### config.mk
export PLATFORM = sky130hd
export DESIGN_NAME = uart_xcvr
export DESIGN_NICKNAME = d
export VERILOG_FILES = /design/src/rtl/uart_pkg.sv /design/src/rtl/uart_fifo.sv /design/src/rtl/uart_xcvr.sv
export SDC_FILE = /design/constraint.sdc
export NUM_CORES = 1
export LEC_CHECK = 0
export ABC_AREA = 1
export CAP_MARGIN = 20
export CORE_AREA = 5 5 214 216
export CTS_BUF_LIST = sky130_fd_sc_hd__clkbuf_4 sky130_fd_sc_hd__clkbuf_8
export CTS_CLUSTER_SIZE = 10
export DETAILED_ROUTE_END_ITERATION = 10
export DIE_AREA = 0 0 219 221
export SLEW_MARGIN = 15
export SYNTH_ARGS = -nofsm -noshare
export SYNTH_HDL_FRONTEND = slang
export SYNTH_SLANG_ARGS = --single-unit
### constraint.sdc
create_clock -name clk -period 2.32 [get_ports clk]
set_input_delay 0.464 -clock clk [delete_from_list [all_inputs] [get_ports clk]]
set_output_delay 0.464 -clock clk [all_outputs]
set_load 0.02 [all_outputs]
### src/rtl/uart_pkg.sv
// Shared types, oversampling constants and helpers for the UART transceiver.
// Latency: none, declarations only.
// Backpressure: none, declarations only.
package uart_pkg;

  typedef enum logic [1:0] {
    PAR_NONE = 2'd0,
    PAR_ODD  = 2'd1,
    PAR_EVEN = 2'd2
  } parity_t;

  typedef enum logic [2:0] {
    TX_IDLE, TX_START, TX_DATA, TX_PARITY, TX_STOP
  } tx_state_t;

  typedef enum logic [2:0] {
    RX_IDLE, RX_START, RX_DATA, RX_PARITY, RX_STOP, RX_BREAK
  } rx_state_t;

  localparam int OVERSAMPLE   = 16;
  localparam int SAMPLE_POINT = 8;

  // Rounded clock divider producing one tick per 1/16 bit.
  function automatic int baud_div(input int clk_hz, input int baud);
    return (clk_hz + baud * (OVERSAMPLE / 2)) / (baud * OVERSAMPLE);
  endfunction

  // Parity bit for a (zero-padded) data word; zero padding does not change parity.
  function automatic logic parity_bit(input parity_t mode, input logic [7:0] d);
    case (mode)
      PAR_EVEN: return ^d;
      PAR_ODD:  return ~^d;
      default:  return 1'b0;
    endcase
  endfunction

endpackage

### src/rtl/uart_fifo.sv
// First-word fall-through FIFO with occupancy count, synchronous active-high reset.
// Latency: a push is visible at pop_data/level the cycle after the push edge.
// Backpressure: push while full is dropped; pop while empty is ignored.
// Ports: clk/rst; push/push_data write side; pop/pop_data read side (pop_data is 0
// when empty); full/empty/level status, level is $clog2(DEPTH)+1 bits.
module uart_fifo #(
  parameter int WIDTH = 8,
  parameter int DEPTH = 16
) (
  input  logic                     clk,
  input  logic                     rst,
  input  logic                     push,
  input  logic [WIDTH-1:0]         push_data,
  input  logic                     pop,
  output logic [WIDTH-1:0]         pop_data,
  output logic                     full,
  output logic                     empty,
  output logic [$clog2(DEPTH):0]   level
);

  localparam int AW = $clog2(DEPTH);

  logic [WIDTH-1:0] mem [DEPTH];
  logic [AW-1:0]    wr_ptr;
  logic [AW-1:0]    rd_ptr;
  logic             do_push;
  logic             do_pop;

  // DEPTH is a power of two and level never exceeds it, so the MSB alone means full.
  assign full     = level[AW];
  assign empty    = (level == '0);
  assign do_push  = push && !full;
  assign do_pop   = pop && !empty;
  assign pop_data = empty ? '0 : mem[rd_ptr];

  always_ff @(posedge clk) begin
    if (rst) begin
      wr_ptr <= '0;
      rd_ptr <= '0;
      level  <= '0;
    end else begin
      if (do_push) wr_ptr <= wr_ptr + AW'(1);
      if (do_pop)  rd_ptr <= rd_ptr + AW'(1);
      case ({do_push, do_pop})
        2'b10:   level <= level + (AW+1)'(1);
        2'b01:   level <= level - (AW+1)'(1);
        default: level <= level;
      endcase
    end
  end

  always_ff @(posedge clk) begin
    if (do_push) mem[wr_ptr] <= push_data;
  end

endmodule

### src/rtl/uart_xcvr.sv
// Buffered UART transceiver: configurable frame, 16x oversampled RX, internal loopback.
// Latency: TX line falls on the first tick after the byte lands in the TX FIFO; RX byte and flags appear one cycle after the stop-bit sample.
// Backpressure: tx_ready drops when the TX FIFO is full; RX frames arriving with the RX FIFO full are dropped and flagged as overrun.
// Ports: clk/rst; loopback_en; tx_data/tx_valid/tx_ready write side; rx_data/rx_valid/rx_ready
// read side; rx/tx serial pins; tx_busy; rx_frame_err/rx_parity_err/rx_overrun pulses; tx_level/rx_level.
module uart_xcvr
  import uart_pkg::*;
#(
  parameter int      CLK_HZ     = 100_000_000,
  parameter int      BAUD       = 115_200,
  parameter int      DATA_BITS  = 8,
  parameter parity_t PARITY     = PAR_NONE,
  parameter int      STOP_BITS  = 1,
  parameter int      FIFO_DEPTH = 16
) (
  input  logic                          clk,
  input  logic                          rst,
  input  logic                          loopback_en,
  input  logic [DATA_BITS-1:0]          tx_data,
  input  logic                          tx_valid,
  output logic                          tx_ready,
  output logic [DATA_BITS-1:0]          rx_data,
  output logic                          rx_valid,
  input  logic                          rx_ready,
  input  logic                          rx,
  output logic                          tx,
  output logic                          tx_busy,
  output logic                          rx_frame_err,
  output logic                          rx_parity_err,
  output logic                          rx_overrun,
  output logic [$clog2(FIFO_DEPTH):0]   tx_level,
  output logic [$clog2(FIFO_DEPTH):0]   rx_level
);

  localparam int         DIV       = baud_div(CLK_HZ, BAUD);
  localparam int         CW        = (DIV > 1) ? $clog2(DIV) : 1;
  localparam logic       HAS_PAR   = (PARITY != PAR_NONE);
  localparam logic [2:0] LAST_BIT  = 3'(DATA_BITS - 1);
  localparam logic       LAST_STOP = 1'(STOP_BITS - 1);
  localparam logic [3:0] SP        = 4'(SAMPLE_POINT - 1);
  localparam logic [3:0] BIT_END   = 4'(OVERSAMPLE - 1);

  // Tick generator
  logic [CW-1:0] div_cnt;
  logic          tick;

  assign tick = (div_cnt == CW'(DIV - 1));

  always_ff @(posedge clk) begin
    if (rst)       div_cnt <= '0;
    else if (tick) div_cnt <= '0;
    else           div_cnt <= div_cnt + CW'(1);
  end

  // FIFOs
  logic                 tx_pop, tx_empty, tx_full;
  logic [DATA_BITS-1:0] tx_head;
  logic                 rx_push, rx_empty, rx_full;
  logic [DATA_BITS-1:0] rx_shift;

  uart_fifo #(.WIDTH(DATA_BITS), .DEPTH(FIFO_DEPTH)) u_tx_fifo (
    .clk(clk), .rst(rst),
    .push(tx_valid && tx_ready), .push_data(tx_data),
    .pop(tx_pop), .pop_data(tx_head),
    .full(tx_full), .empty(tx_empty), .level(tx_level)
  );

  uart_fifo #(.WIDTH(DATA_BITS), .DEPTH(FIFO_DEPTH)) u_rx_fifo (
    .clk(clk), .rst(rst),
    .push(rx_push), .push_data(rx_shift),
    .pop(rx_ready), .pop_data(rx_data),
    .full(rx_full), .empty(rx_empty), .level(rx_level)
  );

  assign tx_ready = !tx_full;
  assign rx_valid = !rx_empty;

  // TX FSM
  tx_state_t            tx_state;
  logic [3:0]           tx_tc;
  logic [2:0]           tx_bc;
  logic                 tx_sc;
  logic [DATA_BITS-1:0] tx_shift;
  logic                 tx_par, tx_line, tx_bit_end, tx_load;
  logic                 lb_q;

  assign tx_bit_end = tick && (tx_tc == BIT_END);

  // A new frame starts from idle on a tick, or straight after the last stop bit.
  always_comb begin
    tx_load = 1'b0;
    if (!tx_empty) begin
      if (tx_state == TX_IDLE)      tx_load = tick;
      else if (tx_state == TX_STOP) tx_load = tx_bit_end && (tx_sc == LAST_STOP);
    end
  end

  assign tx_pop  = tx_load;
  assign tx_busy = (tx_state != TX_IDLE);
  assign tx      = lb_q ? 1'b1 : tx_line;

  always_ff @(posedge clk) begin
    if (rst) begin
      tx_state <= TX_IDLE;
      tx_tc    <= '0;
      tx_bc    <= '0;
      tx_sc    <= 1'b0;
      tx_shift <= '0;
      tx_par   <= 1'b0;
      tx_line  <= 1'b1;
    end else begin
      if (tx_state != TX_IDLE && tick) tx_tc <= tx_tc + 4'd1;
      if (tx_load) begin
        tx_state <= TX_START;
        tx_tc    <= '0;
        tx_shift <= tx_head;
        tx_par   <= parity_bit(PARITY, 8'(tx_head));
        tx_line  <= 1'b0;
      end else if (tx_bit_end) begin
        case (tx_state)
          TX_START: begin
            tx_state <= TX_DATA;
            tx_bc    <= '0;
            tx_line  <= tx_shift[0];
            tx_shift <= tx_shift >> 1;
          end
          TX_DATA: begin
            if (tx_bc == LAST_BIT) begin
              tx_sc    <= 1'b0;
              tx_state <= HAS_PAR ? TX_PARITY : TX_STOP;
              tx_line  <= HAS_PAR ? tx_par : 1'b1;
            end else begin
              tx_bc    <= tx_bc + 3'd1;
              tx_line  <= tx_shift[0];
              tx_shift <= tx_shift >> 1;
            end
          end
          TX_PARITY: begin
            tx_state <= TX_STOP;
            tx_line  <= 1'b1;
          end
          TX_STOP: begin
            if (tx_sc == LAST_STOP) tx_state <= TX_IDLE;
            else                    tx_sc    <= 1'b1;
          end
          default: tx_state <= TX_IDLE;
        endcase
      end
    end
  end

  // RX synchroniser and source select; loopback taps the internal line directly.
  logic rx_s1, rx_s2, rx_in, rx_prev;

  assign rx_in = lb_q ? tx_line : rx_s2;

  always_ff @(posedge clk) begin
    if (rst) begin
      rx_s1   <= 1'b1;
      rx_s2   <= 1'b1;
      rx_prev <= 1'b1;
    end else begin
      rx_s1   <= rx;
      rx_s2   <= rx_s1;
      rx_prev <= rx_in;
    end
  end

  // RX FSM: start bit is confirmed half a bit after the edge, later bits one bit apart.
  rx_state_t  rx_state;
  logic [3:0] rx_tc;
  logic [2:0] rx_bc;
  logic       rx_par, rx_done, rx_stop_ok, rx_sample, par_bad;

  assign rx_sample = tick && (rx_tc == ((rx_state == RX_START) ? SP : BIT_END));

  always_ff @(posedge clk) begin
    if (rst) begin
      rx_state   <= RX_IDLE;
      rx_tc      <= '0;
      rx_bc      <= '0;
      rx_shift   <= '0;
      rx_par     <= 1'b0;
      rx_done    <= 1'b0;
      rx_stop_ok <= 1'b0;
    end else begin
      rx_done <= 1'b0;
      if (tick) rx_tc <= rx_tc + 4'd1;
      case (rx_state)
        RX_IDLE: begin
          if (rx_prev && !rx_in) begin
            rx_state <= RX_START;
            rx_tc    <= '0;
          end
        end
        RX_START: begin
          if (rx_sample) begin
            rx_tc    <= '0;
            rx_bc    <= '0;
            rx_state <= rx_in ? RX_IDLE : RX_DATA;
          end
        end
        RX_DATA: begin
          if (rx_sample) begin
            rx_tc    <= '0;
            rx_shift <= {rx_in, rx_shift[DATA_BITS-1:1]};
            if (rx_bc == LAST_BIT) rx_state <= HAS_PAR ? RX_PARITY : RX_STOP;
            else                   rx_bc    <= rx_bc + 3'd1;
          end
        end
        RX_PARITY: begin
          if (rx_sample) begin
            rx_tc    <= '0;
            rx_par   <= rx_in;
            rx_state <= RX_STOP;
          end
        end
        RX_STOP: begin
          // Only the first stop bit is checked; a second one is just idle line.
          if (rx_sample) begin
            rx_done    <= 1'b1;
            rx_stop_ok <= rx_in;
            rx_state   <= rx_in ? RX_IDLE : RX_BREAK;
          end
        end
        RX_BREAK: begin
          if (rx_in) rx_state <= RX_IDLE;
        end
        default: rx_state <= RX_IDLE;
      endcase
    end
  end

  // Frame outcome, one cycle after the stop sample; frame error outranks parity, parity outranks overrun.
  assign par_bad = HAS_PAR && (rx_par != parity_bit(PARITY, 8'(rx_shift)));
  assign rx_push = rx_done && rx_stop_ok && !par_bad && !rx_full;

  always_ff @(posedge clk) begin
    if (rst) begin
      rx_frame_err  <= 1'b0;
      rx_parity_err <= 1'b0;
      rx_overrun    <= 1'b0;
    end else begin
      rx_frame_err  <= rx_done && !rx_stop_ok;
      rx_parity_err <= rx_done && rx_stop_ok && par_bad;
      rx_overrun    <= rx_done && rx_stop_ok && !par_bad && rx_full;
    end
  end

  // Loopback only switches while both directions are idle, so no frame is split.
  always_ff @(posedge clk) begin
    if (rst)                                            lb_q <= 1'b0;
    else if (tx_state == TX_IDLE && rx_state == RX_IDLE) lb_q <= loopback_en;
  end

endmodule

Word-level counts from Yosys, hierarchy flattened
Memories as Yosys holds them, arrays and structs flattened. A register that Yosys moved wholly into a read port is not among the register bits.
Index checks and enable logic that the tools add are counted.
- add/sub/neg operators: 13
- multiply operators: 0
- div/mod/pow operators: 0
- order comparisons: 0
- equality and inequality tests: 32
- shift operators: 0
- mux-type cells: 55
- bitwise gates (word level): 3
- reductions and logical operators: 48
- operators with widths (cell ; count):
    $mux 3 ; 14
    $mux 8 ; 5
    $mux 4 ; 8
    $add 4x1->4 const B ; 6
    $ne 2x2->1 const B ; 11
    $pmux 5 s2 ; 2
    $pmux 3 s6 ; 1
    $mux 1 ; 17
    $pmux 8 s2 ; 1
    $eq 3x3->1 const B ; 5
    $logic_and 1x1->1 ; 15
    $eq 3x2->1 const B ; 4
    $pmux 3 s2 ; 2
    $pmux 3 s4 ; 1
    $reduce_and 4->1 ; 3
    $reduce_bool 2->1 ; 6
    $add 5x1->5 const B ; 2
    $logic_not 5->1 ; 2
    $sub 5x1->5 const B ; 2
    $ne 3x2->1 const B ; 3
    $reduce_and 3->1 ; 3
    $pmux 4 s2 ; 1
    $reduce_and 7->1 ; 1
    $add 3x1->3 const B ; 2
    18 further kinds ; 34
- bits in registers: 78
- bits in latches: 0
- RAM bits: 256
- ROM bits: 0
- output and inout bits: 25
- memories kept: 2
- memory list (name ; words ; bits a word ; read ports ; clocked after Yosys merged registers in ; wr ports ; line ; source):
    u_rx_fifo.mem ; 16 ; 8 ; 1 ; 1 ; 1 ; uart_fifo.sv:23 ; logic [WIDTH-1:0] mem [DEPTH];
    u_tx_fifo.mem ; 16 ; 8 ; 1 ; 1 ; 1 ; uart_fifo.sv:23 ;

Depth between registers and ports, before layout
- word-level depth: 9
- depth in mapped cells: 18
- mapped depth without buffers: 17

Modules after synthesis
Synthesis repeated with hierarchy kept, for this count alone.
- cell total of the unflattened synthesis: 1317
- area, all modules: 14398.8 um2
- modules (own cells, without submodules) (module ; instances ; cells an instance ; area an instance (um2)):
    uart_fifo ; 2 ; 491 ; 5950.7
    uart_xcvr ; 1 ; 335 ; 2497.4

Worst setup path before layout
Ideal clock, no wire load.
- kind: register to register
- start point: register div_cnt[0]
- end point: register u_tx_fifo.level[4]
- setup time: 0.113 ns
- arrival time: 2.270 ns
- required time: 2.207 ns
- path slack: -0.063 ns
- stages on the path, launching flop included: 17
- buffers on the path: 1
- clock period less this slack: 2.383 ns
- path through: dfxtp_1 > ha_1 > inv_1 > nor2_1 > nand2_2 > nor2_2 > nand2_2 > inv_2 > buf_6 > ha_1 > ha_1 > a21oi_1 > nand2_1 > a21oi_1 > o21ai_0 > nor2_1 > nor2_1
- cells in the longest elaborated chain, start to end: 9
- elaborated cells on any way between the ends: 11
- ends and longest elaborated chain (element ; line ; source):
    start, declared ; uart_xcvr.sv:44 ; logic [CW-1:0] div_cnt;
    start signal, assigned ; uart_xcvr.sv:52 ; else div_cnt <= div_cnt + CW'(1);
    $eq 6x6->1 * ; uart_xcvr.sv:47 ; assign tick = (div_cnt == CW'(DIV - 1));
    $logic_and 1x1->1 ; uart_xcvr.sv:87 ; assign tx_bit_end = tick && (tx_tc == BIT_END);
    $logic_and 1x1->1 ; uart_xcvr.sv:94 ; else if (tx_state == TX_STOP) tx_load = tx_bit_end && (tx_sc == LAST_STOP);
    $mux 1 ; uart_xcvr.sv:94 ;
    $mux 1 * ; uart_xcvr.sv:93 ; if (tx_state == TX_IDLE) tx_load = tick;
    $mux 1 * ; uart_xcvr.sv:92 ; if (!tx_empty) begin
    $logic_and 1x1->1 * ; uart_fifo.sv:33 ; assign do_pop = pop && !empty;
    via u_tx_fifo.do_pop ; uart_fifo.sv:27 ; logic do_pop;
    $eq 2x1->1 / $eq 2x2->1 (equally long branches) ; uart_fifo.sv:44 ; case ({do_push, do_pop})
    $pmux 5 s2 / $reduce_bool 2->1 (equally long branches) ; -- ;
    end signal, assigned ; uart_fifo.sv:45 ; 2'b10: level <= level + (AW+1)'(1);
    end signal, assigned ; uart_fifo.sv:46 ; 2'b01: level <= level - (AW+1)'(1);
    end signal, assigned ; uart_fifo.sv:47 ; default: level <= level;
    end, declared ; uart_fifo.sv:18 ; output logic [$clog2(DEPTH):0] level
Mark *: on every way through the listed nets, which the timed path passes. The rest lies on a longest branch.
A chain may end at the register's enable or synchronous reset.

==> flow_summary.toml <==
[run_status]
outcome = "finished with violations"
violations = "setup timing"

[critical_path]
worst_r2r_path_depth = 15
worstPathRequired_ps = 1860
endpoint_kind = "output pin"
slowest_delay_ps = 380
worstPathMaxFanout = 5
worst-path-stages = 9
cp_common_cell = "nand2_2"
cp-start-kind = "register"
crit_type = "register to output pin"
r2r_slack_ps = 220
path_cells = "inv_6 > buf_6 > nand2_2 > nand3_2 > nand2_2 > a21oi_2 > o31ai_2 > a21oi_1 > buf_4"
critPathSlowestCell = "dfxtp_4"
critical_path_buf_inv_count = 3
critPathTopFamily = "compound AO/OA/AOI/OAI gates"
cp_data_arrival_time_ps = 2070

[timing]
whs_ps = 406
worst_pin_slew_ps = 819
max_freq_ghz = 0.395
rsz0062_at_grt = "true"
fin_crit_sh_pct = 109
setup_ws_ps = -213
slew_viol_final = 0
min_period_ps = 2530
hold_viol = 0
relSlewSlack_pct = 45.3
setup_violations = 8
skew_ps = 28.4

[clocking]
path_clk_slew_ps = 60
clk_latency_ps = 610
numClockSinks = 341
root_buffer = "clkbuf_8"
numCtsBuffers = 55
cts_buffer_depth = 3
htreeDepth = 2
cts_tree = "built"

[synthesis]
synth_compound_area_share_pct = 5.98
yosysTopAreaCell = "edfxtp_1"
yosys.area_share.simple_pct = 20.2
async_flop_share_pct = 0
ys_ff_latch = 341
synth-xor-area-share_pct = 0.893
synth.distinct_cells = 42
synthTopCellsByArea = "edfxtp_1 (52%), dfxtp_1 (12%), nand2_1 (10%)"
synth_mux_area_share_pct = 0.0681
syn_inst = 1483
yosys.cell_count.top_type = "nand2_1"
synth_warnings = 0
syn_nets = 1525
synth.avg_cell_area_um2 = 9.92
synthAdderAreaFrac_pct = 2.48
yosysTopAreaCellShare_pct = 52.3
synth_top_family_by_area = "simple AND/OR/NAND/NOR gates"
ys.flop_type = "edfxtp_1"
synth-edff-count = 256
ys_top_cells_by_count = "nand2_1 (390), edfxtp_1 (256), nand3_1 (168)"
syn_area_um2 = 14700
ys_seq_area_share_pct = 63.8

[hold_path]
hold_path_depth = 1
holdCritPathClass = "register to register"

[floorplan]
pin_count = 39
rows = 77
core_area_um2 = 43700
die_x_um = 219
initial_utilization_pct = 33.6
die_h_um = 221
die_area_um2 = 48400

[drt]
final_antenna_net_count = 0
first_pass_iters = 5
routed_wl_mm = 33.3
first_iter_violations = 830
vias_per_cell = 4.61
wl_per_cell_um = 14.9
vias = 10300
drc_errors = 0

[final_layout]
synthToLayoutAreaGrowth_pct = 19.6
multi_input_area_um2 = 4530
design_area_um2 = 17600
nFillCells = 4242
diodes = 0
drive_gt1_share_pct = 16.4
seq_area_um2 = 9400
nets = 1644

[global_routing]
antenna_found_initial = 0
grt_pass1_vias = 9957
overflow = 0
groute.usage.overall_pct = 13.5
grt_pass1_wl_mm = 53.3
grt_max_degree = 38

[placed_design]
io_buffers = 37
gp_congestion = 0.841
hpwl_mm = 21.6
placed_area_um2 = 16200

[power]
p_leak_uw = 0.00700
peakVddDrop_mv = 0.506
p_per_area_nw_per_um2 = 882

[flow_run]
maxCapViolCount = 0
[registers in the layout (all words and copies together) (netlist names), 4 cells and up, named ones only]
| register | flops |
|---|---|
| div_cnt | 6 |
| u_tx_fifo.rd_ptr | 4 |
| u_tx_fifo.level | 5 |
| u_rx_fifo.rd_ptr | 4 |
| u_rx_fifo.wr_ptr | 4 |
| tx_shift | 8 |
| u_tx_fifo.wr_ptr | 4 |
| rx_shift | 8 |
| tx_tc | 4 |
| u_rx_fifo.mem | 128 |
| u_rx_fifo.level | 5 |
| u_tx_fifo.mem | 128 |
| rx_tc | 4 |
[layout by cell type (no fill, tap or decap), types with 2 or more instances in the layout]
cell type and instances:
a21oi_1 76, a21oi_2 21, buf_12 6, buf_4 81, buf_6 4, buf_8 4, clkbuf_4 25, clkbuf_8 62
clkdlybuf4s50_1 26, clkinv_1 9, clkinv_2 4, dfxtp_1 79, dfxtp_2 4, dfxtp_4 2, dlygate4sd2_1 2, edfxtp_1 256
ha_1 19, ha_2 3, ha_4 4, inv_1 160, inv_2 6, inv_6 2, nand2_1 387, nand2_2 8
nand3_1 165, nand3_2 4, nand4_1 8, nor2_1 109, nor2_2 8, nor2_4 2, nor3_1 3, o21ai_0 36
o21ai_1 2, o21ai_2 3, o31ai_1 13, o31ai_2 3, or2_2 5, xnor2_1 4, xor2_1 11
[worst reg2reg max path, stage by stage (launching register included)]
cell	delay, ps
dfxtp_2	350
ha_2	190
nand3_2	110
nand2_1	80
inv_1	50
nor2_2	110
nand2_2	80
inv_4	70
ha_4	190
ha_4	220
a21oi_2	110
nand2_1	100
a21oi_2	150
o21ai_2	70
nor2_1	90
nor2_1	50
[final timing paths]
kind                                from                 end
worst max register to register  tx_tc[0]  u_tx_fifo.level[4]
worst min-delay path               rx_s1               rx_s2
worst min register to register     rx_s1               rx_s2
worst max-delay path            register          rx_data[6]
[what timing repair did]
item                       CTS  global route
setup endpoints to repair   10            14
hold buffers                 0             0
buffers inserted             0             3
gates resized for setup     82            30
pin swaps                   11            12
gates cloned                 2             1
[cells by family after synthesis]
logic type                 Yosys count
other                                1
muxes                                1
DFF                                341
adders and majority gates           28
AOI/OAI and AO/OA                  159
xor gates and xnor gates            15
and+or+nand+nor                    704
buffers and inverters              234
[stage by stage]
step	cells	worst slack [ps]	util [%]	setup TNS [ps]	total power, uW
5_1_grt	2237	-343	40.2	-2490	16400
2_1_floorplan	1483	31.7	-	0	8880
3_5_place_dp	2131	-171	37.0	-845	10100
3_3_place_gp	2131	-171	37.0	-909	10100
4_1_cts	2233	-235	39.9	-1660	15500
6_report	2237	-213	40.2	-1340	15500
[routing by layer]
metal  track usage [%]  up-vias  share of wire, %
met3              2.82       72               5.7
met2              21.4      273                46
met5                 0        -                 0
met4              4.09        0               2.4
met1              18.7     4792                46
li1                  -     5171                 -
[where the power goes]
| group | internal [uW] | total (uW) | switching [uW] |
|---|---|---|---|
| sequential | 6670 | 6790 | 126 |
| combinational | 1480 | 3610 | 2130 |
| clock | 2830 | 5120 | 2290 |
[final cells by class]
class / count / share of cell area, %
clock inverters: 13 / 0.356
multi-input cells: 908 / 25.7
repair buffers: 126 / 6.67
inverters: 170 / 3.67
clock buffers: 87 / 5.92
flip-flops and latches: 341 / 53.4
well taps: 592 / 4.21
Note: power is estimated with default switching activity, not from simulation.
